<file path="src/rtl/fft_pkg.sv">
// Shared constants, state encoding and bit-reverse helper for the fft_sched scheduler.
package fft_pkg;

  localparam int unsigned N      = 32;
  localparam int unsigned LOG2N  = 5;
  localparam int unsigned NSTAGE = 5;
  localparam int unsigned LAT    = 36;

  // Per-stage tick offset of the local position, and butterfly delay-line length.
  localparam logic [NSTAGE-1:0][5:0] OFS = {6'd34, 6'd31, 6'd26, 6'd17, 6'd0};
  localparam logic [NSTAGE-1:0][4:0] D   = {5'd1, 5'd2, 5'd4, 5'd8, 5'd16};

  // flush_cnt is loaded on sample N-1, so it reads N on the tick LAT after sample 0.
  localparam logic [5:0] FLUSH_RELOAD = 6'(LAT);
  localparam logic [5:0] FLUSH_OUT0   = 6'(N);

  typedef enum logic [1:0] {
    StIdle  = 2'b00,
    StRun   = 2'b01,
    StFlush = 2'b10
  } state_e;

  function automatic logic [LOG2N-1:0] bit_rev(input logic [LOG2N-1:0] v);
    logic [LOG2N-1:0] r;
    for (int i = 0; i < LOG2N; i++) begin
      r[i] = v[LOG2N-1-i];
    end
    return r;
  endfunction

endpackage

</file>
<file path="src/rtl/fft_stage_pos.sv">
// Local sample position and FIRST/SECOND phase bit of one butterfly stage, computed from
// the current tick position minus a fixed offset.
module fft_stage_pos
  import fft_pkg::*;
#(
  parameter int unsigned Ofs   = 0,
  parameter int unsigned Stage = 0
) (
  input  logic             clk,
  input  logic             rst_n,
  input  logic             i_en,
  input  logic [LOG2N-1:0] i_pos,
  output logic [LOG2N-1:0] o_pos,
  output logic             o_mode
);

  localparam logic [LOG2N-1:0] OfsMod  = LOG2N'(Ofs % N);
  localparam int unsigned      ModeBit = LOG2N - 1 - Stage;

  logic [LOG2N-1:0] w_pos;
  logic [LOG2N-1:0] r_pos;
  logic             r_mode;

  // Modulo-N subtraction: position lags the input counter by Ofs ticks.
  assign w_pos = i_pos - OfsMod;

  always_ff @(posedge clk or negedge rst_n) begin
    if (!rst_n) begin
      r_pos  <= '0;
      r_mode <= 1'b0;
    end else if (i_en) begin
      r_pos  <= w_pos;
      r_mode <= w_pos[ModeBit];
    end
  end

  assign o_pos  = r_pos;
  assign o_mode = r_mode;

endmodule

</file>
<file path="src/rtl/fft_sched.sv">
// Tick/phase scheduler for a 32-point, five-stage pipelined FFT.
// Optional FFT_SCHED_FRAME_CNT_EN adds frame_cnt_o, a wrapping count of completed frames.
module fft_sched
  import fft_pkg::*;
(
  input  logic                    clk,
  input  logic                    rst_n,
  input  logic                    valid_i,
  output logic                    en_o,
  output logic [NSTAGE-1:0]       mode_o,
  output logic [NSTAGE*LOG2N-1:0] stg_cnt_o,
  output logic                    valid_o,
  output logic [LOG2N-1:0]        out_idx_o,
  output logic                    busy_o,
  output logic                    frame_done_o
`ifdef FFT_SCHED_FRAME_CNT_EN
  ,
  output logic [7:0]              frame_cnt_o
`endif
);

  state_e           r_state;
  logic [LOG2N-1:0] r_cnt;
  logic [5:0]       r_flush;
  logic             r_out_act;
  logic [LOG2N-1:0] r_out_cnt;

  logic             w_en;
  logic             w_sample;
  logic             w_start;
  logic             w_last;
  logic [LOG2N-1:0] w_cur;
  logic             w_out_first;
  logic             w_valid;
  logic [LOG2N-1:0] w_out_pos;

  assign w_en     = rst_n & ((r_state == StFlush) | valid_i);
  assign w_sample = w_en & valid_i;
  // Any accepted sample outside RUN opens a new frame at position 0.
  assign w_start  = w_sample & (r_state != StRun);
  assign w_cur    = w_start ? '0 : r_cnt;
  assign w_last   = w_sample & (w_cur == LOG2N'(N - 1));

  assign w_out_first = w_en & (r_flush == FLUSH_OUT0);
  assign w_valid     = w_out_first | (w_en & r_out_act);
  assign w_out_pos   = w_out_first ? '0 : r_out_cnt;

  // The frame boundary hands over to FLUSH at once; FLUSH ticks on every cycle and a
  // sample arriving there starts the next frame, so no tick is lost between frames.
  always_ff @(posedge clk or negedge rst_n) begin
    if (!rst_n) begin
      r_state   <= StIdle;
      r_cnt     <= '0;
      r_flush   <= '0;
      r_out_act <= 1'b0;
      r_out_cnt <= '0;
    end else begin
      unique case (r_state)
        StIdle:  if (w_sample) r_state <= StRun;
        StRun:   if (w_last) r_state <= StFlush;
        StFlush: begin
          if (w_sample) begin
            r_state <= StRun;
          end else if (r_flush <= 6'd1) begin
            r_state <= StIdle;
          end
        end
        default: r_state <= StIdle;
      endcase

      if (w_en) begin
        r_cnt <= w_cur + 5'd1;
      end

      if (w_last) begin
        r_flush <= FLUSH_RELOAD;
      end else if (w_en && (r_flush != 6'd0)) begin
        r_flush <= r_flush - 6'd1;
      end

      if (w_valid) begin
        r_out_cnt <= w_out_pos + 5'd1;
        r_out_act <= (w_out_pos != LOG2N'(N - 1));
      end
    end
  end

  for (genvar k = 0; k < NSTAGE; k++) begin : g_stage
    fft_stage_pos #(
      .Ofs   (int'(OFS[k])),
      .Stage (k)
    ) u_stage (
      .clk    (clk),
      .rst_n  (rst_n),
      .i_en   (w_en),
      .i_pos  (w_cur),
      .o_pos  (stg_cnt_o[LOG2N*k +: LOG2N]),
      .o_mode (mode_o[k])
    );
  end

  assign en_o         = w_en;
  assign valid_o      = w_valid;
  assign out_idx_o    = w_valid ? bit_rev(w_out_pos) : '0;
  assign frame_done_o = w_valid & (w_out_pos == LOG2N'(N - 1));
  assign busy_o       = (r_state != StIdle);

`ifdef FFT_SCHED_FRAME_CNT_EN
  logic [7:0] r_frame_cnt;

  always_ff @(posedge clk or negedge rst_n) begin
    if (!rst_n) begin
      r_frame_cnt <= '0;
    end else if (frame_done_o) begin
      r_frame_cnt <= r_frame_cnt + 8'd1;
    end
  end

  assign frame_cnt_o = r_frame_cnt;
`endif

endmodule

</file>
<file path="config.mk">
export PLATFORM = sky130hd
export DESIGN_NAME = fft_sched
export DESIGN_NICKNAME = d
export VERILOG_FILES = /design/src/rtl/fft_pkg.sv /design/src/rtl/fft_stage_pos.sv /design/src/rtl/fft_sched.sv
export SDC_FILE = /design/constraint.sdc
export NUM_CORES = 1
export LEC_CHECK = 0
export CAP_MARGIN = 20
export CORE_MARGIN = 4
export CORE_UTILIZATION = 54
export CTS_CLUSTER_DIAMETER = 60
export DETAILED_ROUTE_END_ITERATION = 12
export GPL_TIMING_DRIVEN = 0
export PLACE_DENSITY = 0.83
export REMOVE_ABC_BUFFERS = 1
export SYNTH_ARGS = -nofsm -noshare
export SYNTH_HDL_FRONTEND = slang
export SYNTH_SLANG_ARGS = --single-unit
</file>
<file path="constraint.sdc">
create_clock -name clk -period 6.7 [get_ports clk]
set_clock_uncertainty 0.2 [all_clocks]
set_input_delay 1.34 -clock clk [delete_from_list [all_inputs] [get_ports clk]]
set_output_delay 1.34 -clock clk [all_outputs]
set_load 0.02 [all_outputs]
</file>
# Yosys cells after proc, flatten, opt, wreduce, memory -nomap -nowiden
# Index checks and enable logic that the tools add are counted.
word_totals:
  out_inout_bits: 39
  elab_cells: 58
  register_bits: 49
op_classes:
  n_lt_le_gt_ge: 1
  muxes: 10
  n_addsub: 7
  bitwise: 9
  reduce_logical: 6
  eq_ne: 10
ops:
  columns: ["cell", "count"]
  rows:
  - ["$mux 5", 3]
  - ["$sub 5x5->5 const B", 3]
  - ["$mux 6", 2]
  - ["$add 5x1->5 const B", 2]
  - ["$eq 5x5->1 const B", 2]
  - ["$mux 2", 4]
  - ["$and 1x1->1", 7]
  - ["$eq 6x6->1 const B", 1]
  - ["$le 6x1->1 const B", 1]
  - ["$pmux 2 s3", 1]
  - ["$reduce_bool 6->1", 1]
  - ["$sub 6x1->6 const B", 1]
  - ["$ne 5x5->1 const B", 1]
  - ["$sub 5x2->5 const B", 1]
  - ["$ne 2x2->1 const B", 2]
  - ["$reduce_bool 2->1", 2]
  - ["$ne 3x2->1 const B", 1]
  - ["$reduce_and 3->1", 1]
  - ["$eq 2x1->1 const B", 1]
  - ["$eq 2x2->1 const B", 1]
  - ["$logic_not 2->1", 1]
  - ["$ne 2x1->1 const B", 1]
  - ["$or 1x1->1", 2]
  - ["$logic_and 1x1->1", 1]

# Depth between registers and ports, before layout
# Gate-level depths: netlist of run 1.
logic_depth:
  word_depth: 10
  ltp_mapped: 11

# Modules after synthesis
# Synthesis of run 1 repeated with hierarchy kept, for this count alone.
unflattened:
  hier_cells: 219
  area_unflattened_um2: 2319.7
by_module_without_submodules:
  columns: ["mod", "area_each_um2", "cells_each", "instances"]
  rows:
  - ["fft_sched", 1152.4, 122, 1]
  - ["fft_stage_pos (g_stage[1].u_stage)", 259.0, 23, 1]
  - ["fft_stage_pos (g_stage[2].u_stage)", 242.7, 20, 1]
  - ["fft_stage_pos (g_stage[3].u_stage)", 241.5, 22, 1]
  - ["fft_stage_pos (g_stage[4].u_stage)", 235.2, 21, 1]
  - ["fft_stage_pos (g_stage[0].u_stage)", 188.9, 11, 1]

# Worst setup path after synthesis of run 1
# OpenSTA, ideal clock, no wires.
synth_timing:
  path_type: "input to output"
  from: "in valid_i"
  to: "out frame_done_o"
  arrival_ps: 2825
  slack_ps: 2335
  path_buffers: 0
  path_stages: 8
  path_cell_list: "o2111ai_1 > and2_1 > ha_1 > and2_1 > and3_1 > ha_1 > nand2_1 > a21oi_1"
synth_between:
  elab_chain_len: 6
  elab_cells_between_ends: 8
synth_rtl:
  columns: ["item", "line_no", "source"]
  rows:
  - ["start: declaration", "fft_sched.sv:8", "input logic valid_i,"]
  - ["$or 1x1->1 *", "fft_sched.sv:37", "assign w_en = rst_n & ((r_state == StFlush) | valid_i);"]
  - ["$and 1x1->1 *", "fft_sched.sv:37", null]
  - ["$and 1x1->1", "fft_sched.sv:44", "assign w_out_first = w_en & (r_flush == FLUSH_OUT0);"]
  - ["$mux 5", "fft_sched.sv:46", "assign w_out_pos = w_out_first ? '0 : r_out_cnt;"]
  - ["$eq 5x5->1", "fft_sched.sv:105", "assign frame_done_o = w_valid & (w_out_pos == LOG2N'(N - 1));"]
  - ["$and 1x1->1 *", "fft_sched.sv:105", null]
  - ["end: declaration", "fft_sched.sv:15", "output logic frame_done_o"]
# Mark *: on every way between the ends. The rest lies on a longest branch, timed or not.

# Worst setup path after layout of run 1
layout_timing:
  from: "in rst_n"
  to: "out frame_done_o"
layout_between:
  elab_chain_len: 5
  elab_cells_between_ends: 7
layout_rtl:
  columns: ["item", "line_no", "source"]
  rows:
  - ["start: declaration", "fft_sched.sv:7", "input logic rst_n,"]
  - ["$and 1x1->1 *", "fft_sched.sv:37", null]
  - ["$and 1x1->1", "fft_sched.sv:44", null]
  - ["$mux 5", "fft_sched.sv:46", null]
  - ["$eq 5x5->1", "fft_sched.sv:105", null]
  - ["$and 1x1->1 *", "fft_sched.sv:105", null]
# Marked as above.

==> results.sh, run 1 <==
export IMPL_die_width_um=68.1
export IMPL_cp_end_kind="primary output"
export IMPL_core_rowCount=21
export IMPL_maxClockFrequency_mhz=174
export IMPL_netlist_area_mm2=0.00195
export IMPL_count_of_final_setup_violators=0
export IMPL_finalNonFillerCells=280
export IMPL_post_cts_resize_count=0
export IMPL_async_flop_share_pct=100
export IMPL_postRouteAntennaNets=0
export IMPL_global_route_usage_total_pct=18.5
export IMPL_drt_initial_drc_count=87
export IMPL_timing_hold_ws_ps=274
export IMPL_hold_viol=0
export IMPL_leakagePower_nw=1.04
export IMPL_insertion_delay_ps=350
export IMPL_destination_of_the_worst_hold_path="g_stage[4].u_stage.o_pos[4]$_DFFE_PN0P_"
export IMPL_synth_edff_count=0
export IMPL_p_per_area_mw_per_mm2=419
export IMPL_r2r_end="r_out_cnt[4]$_DFFE_PN0N_"
export IMPL_mostFrequentLayoutCells="clkdlybuf4s50_1, dfrtp_1, nand2_1"
export IMPL_cts_buffers=5
export IMPL_clk_pin_slew_worst_setup_hold_paths_ps=100
export IMPL_routedWlPerCell_um=13.4
export IMPL_antenna_found_initial=0
export IMPL_timing_final_crit_share_pct=85.6
export IMPL_cp_max_fo=41
export IMPL_grt_first_pass_wirelength_um=6220
export IMPL_detailedRoute_firstPassIterationCount=4
export IMPL_sequential_cell_area_um2=851
export IMPL_post_synth_inst_count=205
export IMPL_routed_via_density=5.42
export IMPL_crit_path_start_kind="primary input"
export IMPL_tritoncts="yes"
export IMPL_cts_max_path_buffers=2
export IMPL_core_region_area_mm2=0.00342
export IMPL_routabilityCongestion=0.841
export IMPL_met1Wirelength_um=1660
export IMPL_critPathKind="in2out"
export IMPL_floorplan_initialDensity_pct=57.1
export IMPL_total_power_mw=0.983
export IMPL_worst_hold_path_num_cells=2
export IMPL_post_route_cells_drive_above_1_share_pct=9.40
export IMPL_detailedPlacementHpwl_um=2650
export IMPL_pin_count_of_the_biggest_net_entering_global_routing=42
export IMPL_nets=246
export IMPL_min_delay_start="g_stage[4].u_stage.o_pos[4]$_DFFE_PN0P_"
export IMPL_detailroute_wirelength_met3_um=215
export IMPL_status="finished, final reports clean"
export IMPL_grt_overflow_total=0
export IMPL_port_buffer_count=41
export IMPL_fp_dieArea_mm2=0.00464
export IMPL_launch_point_of_the_critical_path="rst_n"
export IMPL_arrival_ps=4200
export IMPL_synth_warnings=0
export IMPL_detailroute_wirelength_met2_um=1800
export IMPL_vdd_drop_max_uv=229
export IMPL_worst_r2r_cell_count=10
export IMPL_clock_sinks=34
export IMPL_synth_yosys_seq_area_share_pct=43.6
export IMPL_areaGrowthSynthToFinish_pct=20.4
export IMPL_fillerInstances=288
export IMPL_syn_mean_instance_area_um2=9.52
export IMPL_final_common_cell="clkdlybuf4s50_1"
export IMPL_hold_buffers=0
export IMPL_postSynthRegisterBits=34
export IMPL_remaining_drc_errors=0
export IMPL_route_top_layer_used="met4"
export IMPL_antenna_diode_count=0
export IMPL_setup_reg_to_reg_worst_slack_ps=3540
export IMPL_maxCapViolations=0
export IMPL_number_of_post_cts_setup_repair_buffers=0
export IMPL_worst_slew_pin_slew_ps=888
export IMPL_placed_cells=271
export IMPL_cts_max_level=2
export IMPL_vias=1517
export IMPL_synthFlopType="dfrtp_1"
export IMPL_clock_root_buffer="clkbuf_4"
export IMPL_slew_headroom_pct=40.8
export IMPL_timing_hold_worst_class="reg2reg"
export IMPL_io_pins=42
export IMPL_critical_path_reg2reg_startpoint="r_flush[0]$_DFFE_PN0P_"
export IMPL_final_period_minus_worst_setup_slack_ps=5740
export IMPL_vias_in_the_first_global_route=1369
export IMPL_grt_setup_unrepaired="false"
export IMPL_multiInputGateArea_um2=911
export IMPL_finalWirelength_um=3750
export IMPL_timing_max_transition_violations_final=0
export IMPL_die_height_um=68.1
export IMPL_required_ps=5160
export IMPL_ys_types=46
==> final cells by class <==
type | count | area share [%]
inverters | 13 | 2.08
clock buffers | 7 | 2.34
clock inverters | 1 | 0.213
flip-flops and latches | 34 | 36.2
well taps | 46 | 2.45
multi-input cells | 137 | 38.8
repair buffers | 42 | 17.9
==> state kept, by name, indices dropped and copies added, names as in the netlist <==
name and count:
g_stage.u_stage.o_pos 14, r_state 2, r_out_cnt 5, r_out_act 1, g_stage.u_stage.o_mode 1, r_cnt 5
r_flush 6
==> worst max path at each step <==
stage | to | slack (ps) | cells after the start
detailed placement | valid_o | 760 | 6
global placement | frame_done_o | -370 | 10
finish | frame_done_o | 960 | 10
floorplan | frame_done_o | 2320 | 8
CTS | valid_o | 730 | 6
global route | frame_done_o | 650 | 10
==> synth_stat cells (2+ instances only) <==
cell type | instances | area (µm²)
a21oi_1 | 9 | 45.0
and2_1 | 9 | 56.3
and3_1 | 3 | 18.8
buf_2 | 4 | 20.0
buf_4 | 15 | 113
clkbuf_1 | 2 | 7.51
dfrtp_1 | 34 | 851
ha_1 | 10 | 125
inv_1 | 13 | 48.8
mux2_2 | 3 | 33.8
mux2i_1 | 2 | 20.0
nand2_1 | 26 | 97.6
nand3_1 | 3 | 15.0
nand4_1 | 2 | 12.5
nor2_1 | 8 | 30.0
nor3_1 | 5 | 25.0
o2111ai_1 | 3 | 26.3
o21ai_0 | 17 | 85.1
o21ai_1 | 2 | 10.0
o21ai_2 | 3 | 26.3
o41ai_1 | 2 | 17.5
or2_2 | 2 | 12.5
xnor2_1 | 5 | 43.8
==> report_power, final <==
| part | switching, mW | leakage [nW] | internal [mW] |
|---|---|---|---|
| registers | 0.0794 | 0.415 | 0.283 |
| logic | 0.263 | 0.588 | 0.238 |
| clock network | 0.0691 | 0.0353 | 0.0508 |
| total | 0.412 | 1.04 | 0.572 |
==> worst max-delay path, stage by stage <==
cell and delay (ps):
buf_2 670, o2111ai_1 470, and2_1 300, ha_1 200, and2_1 160, and3_1 180
ha_1 210, nand2_1 60, a21oi_1 60, clkdlybuf4s50_1 540
==> layer usage <==
metal  track usage (%)  vias up
met5                 0        -
met4              8.93        0
met3              5.58        7
met2              29.8       43
met1              22.3      710
li1                  -      757
==> cells by family after synthesis <==
| family | share of synthesized area, % |
|---|---|
| xor gates and xnor gates | 2.69 |
| adders and majority gates | 6.41 |
| AOI/OAI and AO/OA | 16.7 |
| DFF | 43.6 |
| buffers and inverters | 9.69 |
| muxes | 2.76 |
| and+or+nand+nor | 18.1 |
==> per-stage QoR <==
| step | cell area (µm²) | setup TNS [ps] | utilization [%] | worst slack (ps) |
|---|---|---|---|---|
| 5_1_grt | 2350 | 0 | 68.8 | 652 |
| 4_1_cts | 2330 | 0 | 68.3 | 733 |
| 6_report | 2350 | 0 | 68.8 | 962 |
| 3_3_place_gp | 2280 | -1990 | 66.7 | -367 |
| 3_5_place_dp | 2270 | 0 | 66.6 | 762 |
| 2_1_floorplan | 1810 | 0 | - | 2320 |
Power figures use the tool's default switching activity.
==> run 2: changes to the inputs <==
- CORE_ASPECT_RATIO: default -> 1.4
==> run 2 against run 1 <==
Global-route usage is 1.0 points higher. Non-clock buffer count stayed put. Largest cell class unchanged. Worst setup slack better by 10 ps. Combinational power is 0.8% higher. Critical path type unchanged. Sequential share of layout area is 0.36 points lower. First-iteration DRC count is 15% lower. Maximum frequency is 0.18% higher. Largest power group unchanged. Worst hold slack worse by 7.2 ps. Register-to-register slack better by 90 ps. Die area is 0.30% higher. Via count is 3.9% higher. Clock-buffer cell count stayed put.
==> results.sh, run 2 (synthesis gave the netlist of run 1 again) <==
export IMPL_vias=1576
export IMPL_clk_pin_slew_worst_setup_hold_paths_ps=60
export IMPL_clock_root_buffer="clkbuf_8"
export IMPL_io_pins=42
export IMPL_launch_point_of_the_critical_path="rst_n"
export IMPL_max_reg_flops=14
export IMPL_timing_max_transition_violations_final=0
export IMPL_global_route_usage_total_pct=19.5
export IMPL_grt_setup_unrepaired="false"
export IMPL_required_ps=5160
export IMPL_vias_in_the_first_global_route=1546
export IMPL_detailedPlace_worstSlack_ps=781
export IMPL_cp_end_kind="primary output"
export IMPL_die_height_um=79.1
export IMPL_status="finished, final reports clean"
export IMPL_fp_dieArea_mm2=0.00465
export IMPL_tritoncts="yes"
export IMPL_crit_path_start_kind="primary input"
export IMPL_critical_path_reg2reg_startpoint="r_flush[0]$_DFFE_PN0P_"
export IMPL_power_switching_mw=0.418
export IMPL_post_cts_resize_count=0
export IMPL_final_period_minus_worst_setup_slack_ps=5730
export IMPL_mostFrequentLayoutCells="clkdlybuf4s50_1, dfrtp_1, nand2_1"
export IMPL_design_internal_power_mw=0.605
export IMPL_power_combinational_fraction_pct=49.3
export IMPL_floorplan_initialDensity_pct=56.7
export IMPL_routed_via_density=5.75
export IMPL_cp_max_fo=41
export IMPL_timing_hold_worst_class="reg2reg"
export IMPL_antenna_found_initial=0
export IMPL_port_buffer_count=41
export IMPL_worst_slew_pin_slew_ps=901
export IMPL_p_per_area_mw_per_mm2=431
export IMPL_r2r_end="r_out_cnt[4]$_DFFE_PN0N_"
export IMPL_number_of_post_cts_setup_repair_buffers=0
export IMPL_insertion_delay_ps=280
export IMPL_routedWlPerCell_um=14.2
export IMPL_nets=246
export IMPL_grt_first_pass_wirelength_um=6870
export IMPL_setup_reg_to_reg_worst_slack_ps=3630
export IMPL_maxCapViolations=0
export IMPL_hold_viol=0
export IMPL_total_power_mw=1.02
export IMPL_path_cells="buf_2, o2111ai_1, and2_1, ha_1, and2_1, and3_1, ha_1, nand2_1, a21oi_1, clkdlybuf4s50_1"
export IMPL_remaining_drc_errors=0
export IMPL_pin_count_of_the_biggest_net_entering_global_routing=42
export IMPL_timing_hold_ws_ps=267
export IMPL_cts_max_level=2
export IMPL_max_stage_delay_ps=670
export IMPL_areaGrowthSynthToFinish_pct=21.6
export IMPL_leakagePower_nw=1.05
export IMPL_drt_initial_drc_count=74
export IMPL_power_share_of_the_clock_group_pct=15.1
export IMPL_post_route_cells_drive_above_1_share_pct=9.40
export IMPL_detailedRoute_firstPassIterationCount=4
export IMPL_worst_slack_ps=972
export IMPL_detailedPlacementHpwl_um=2790
export IMPL_cpLargestDelayFamily="buffers and inverters"
export IMPL_cts_buffers=5
export IMPL_clock_sinks=34
export IMPL_core_rowCount=25
export IMPL_count_of_final_setup_violators=0
export IMPL_routabilityCongestion=0.775
export IMPL_antenna_diode_count=0
export IMPL_timing_critical_path_slowest_stage_cell="buf_2"
export IMPL_slew_headroom_pct=39.9
export IMPL_final_area_mm2=0.00237
export IMPL_timing_critical_path_to="frame_done_o"
export IMPL_die_width_um=58.8
export IMPL_finalWirelength_um=3890
export IMPL_maxClockFrequency_mhz=175
export IMPL_hold_buffers=0
export IMPL_arrival_ps=4190
export IMPL_core_region_area_mm2=0.00344
export IMPL_grt_overflow_total=0
export IMPL_vdd_drop_max_uv=280
export IMPL_switching_share_pct=40.9
export IMPL_worstSetupPathDepth=10
export IMPL_cts_max_path_buffers=2
export IMPL_critPathKind="in2out"
export IMPL_timing_final_crit_share_pct=85.5
export IMPL_worst_r2r_cell_count=10
export IMPL_fillerInstances=288
export IMPL_final_common_cell="clkdlybuf4s50_1"
export IMPL_power_sequential_fraction_pct=35.6
export IMPL_cp_num_buf_inv=2
export IMPL_placed_area_mm2=0.00227
export IMPL_postRouteAntennaNets=0
run 2: cell types whose count changed in the layout (fill, tap and decap cells not counted):
cell,previous run,this run
clkbuf_4,5,0
clkbuf_8,1,6
run 2: worst register-to-register path, cell delays in order, from the launching register on:
cell and delay (ps):
dfrtp_1 410, inv_1 100, ha_1 230, nor4b_2 340
o2111ai_1 320, and2_1 290, ha_1 200, and2_1 170
and3_1 180, ha_1 280, mux2_2 250
run 2: worst min path at each step:
stage	startpoint	endpoint	depth (start not counted)
after floorplan	r_state[0]$_DFFE_PN0P_	r_state[0]$_DFFE_PN0P_	1
after global placement	g_stage[4].u_stage.o_pos[4]$_DFFE_PN0P_	g_stage[4].u_stage.o_pos[4]$_DFFE_PN0P_	2
after detailed placement	g_stage[4].u_stage.o_pos[4]$_DFFE_PN0P_	g_stage[4].u_stage.o_pos[4]$_DFFE_PN0P_	2
after CTS	g_stage[4].u_stage.o_pos[4]$_DFFE_PN0P_	g_stage[4].u_stage.o_pos[4]$_DFFE_PN0P_	2
after global routing	g_stage[4].u_stage.o_pos[4]$_DFFE_PN0P_	g_stage[4].u_stage.o_pos[4]$_DFFE_PN0P_	2
final	g_stage[4].u_stage.o_pos[4]$_DFFE_PN0P_	g_stage[4].u_stage.o_pos[4]$_DFFE_PN0P_	2
run 2: power by group through the flow:
| stage | clock [mW] | sequential [mW] | combinational, mW |
|---|---|---|---|
| finish | 0.154 | 0.364 | 0.505 |
| global route | 0.171 | 0.377 | 0.554 |
| CTS | 0.159 | 0.364 | 0.511 |
| detailed placement | 0 | 0.367 | 0.506 |
| global placement | 0 | 0.363 | 0.493 |
| floorplan | 0 | 0.444 | 0.209 |
run 2: cell type report:
cell class / instances / area [µm²] / area share [%]
Timing Repair Buffer: 42 / 420 / 17.7
Tap cell: 40 / 50.0 / 2.11
Sequential cell: 34 / 851 / 35.9
Inverter: 13 / 48.8 / 2.06
Clock inverter: 1 / 5.00 / 0.211
Clock buffer: 7 / 86.3 / 3.64
Multi-Input combinational cell: 137 / 911 / 38.4
run 2: per-stage QoR:
stage          TNS [ps]  utilization [%]  cells
2_1_floorplan         0                -    184
3_3_place_gp      -2080             66.0    265
3_5_place_dp          0             65.9    265
4_1_cts               0             68.5    273
5_1_grt               0             68.9    274
6_report              0             68.9    274
run 2: metal layers:
| metal | vias up | part of all wire, % | GRT usage [%] |
|---|---|---|---|
| met2 | 49 | 52 | 32.7 |
| met1 | 758 | 40 | 22.0 |
| li1 | 756 | - | - |
| met3 | 13 | 5.2 | 5.20 |
| met5 | - | 0 | 0 |
| met4 | 0 | 2.4 | 10.2 |
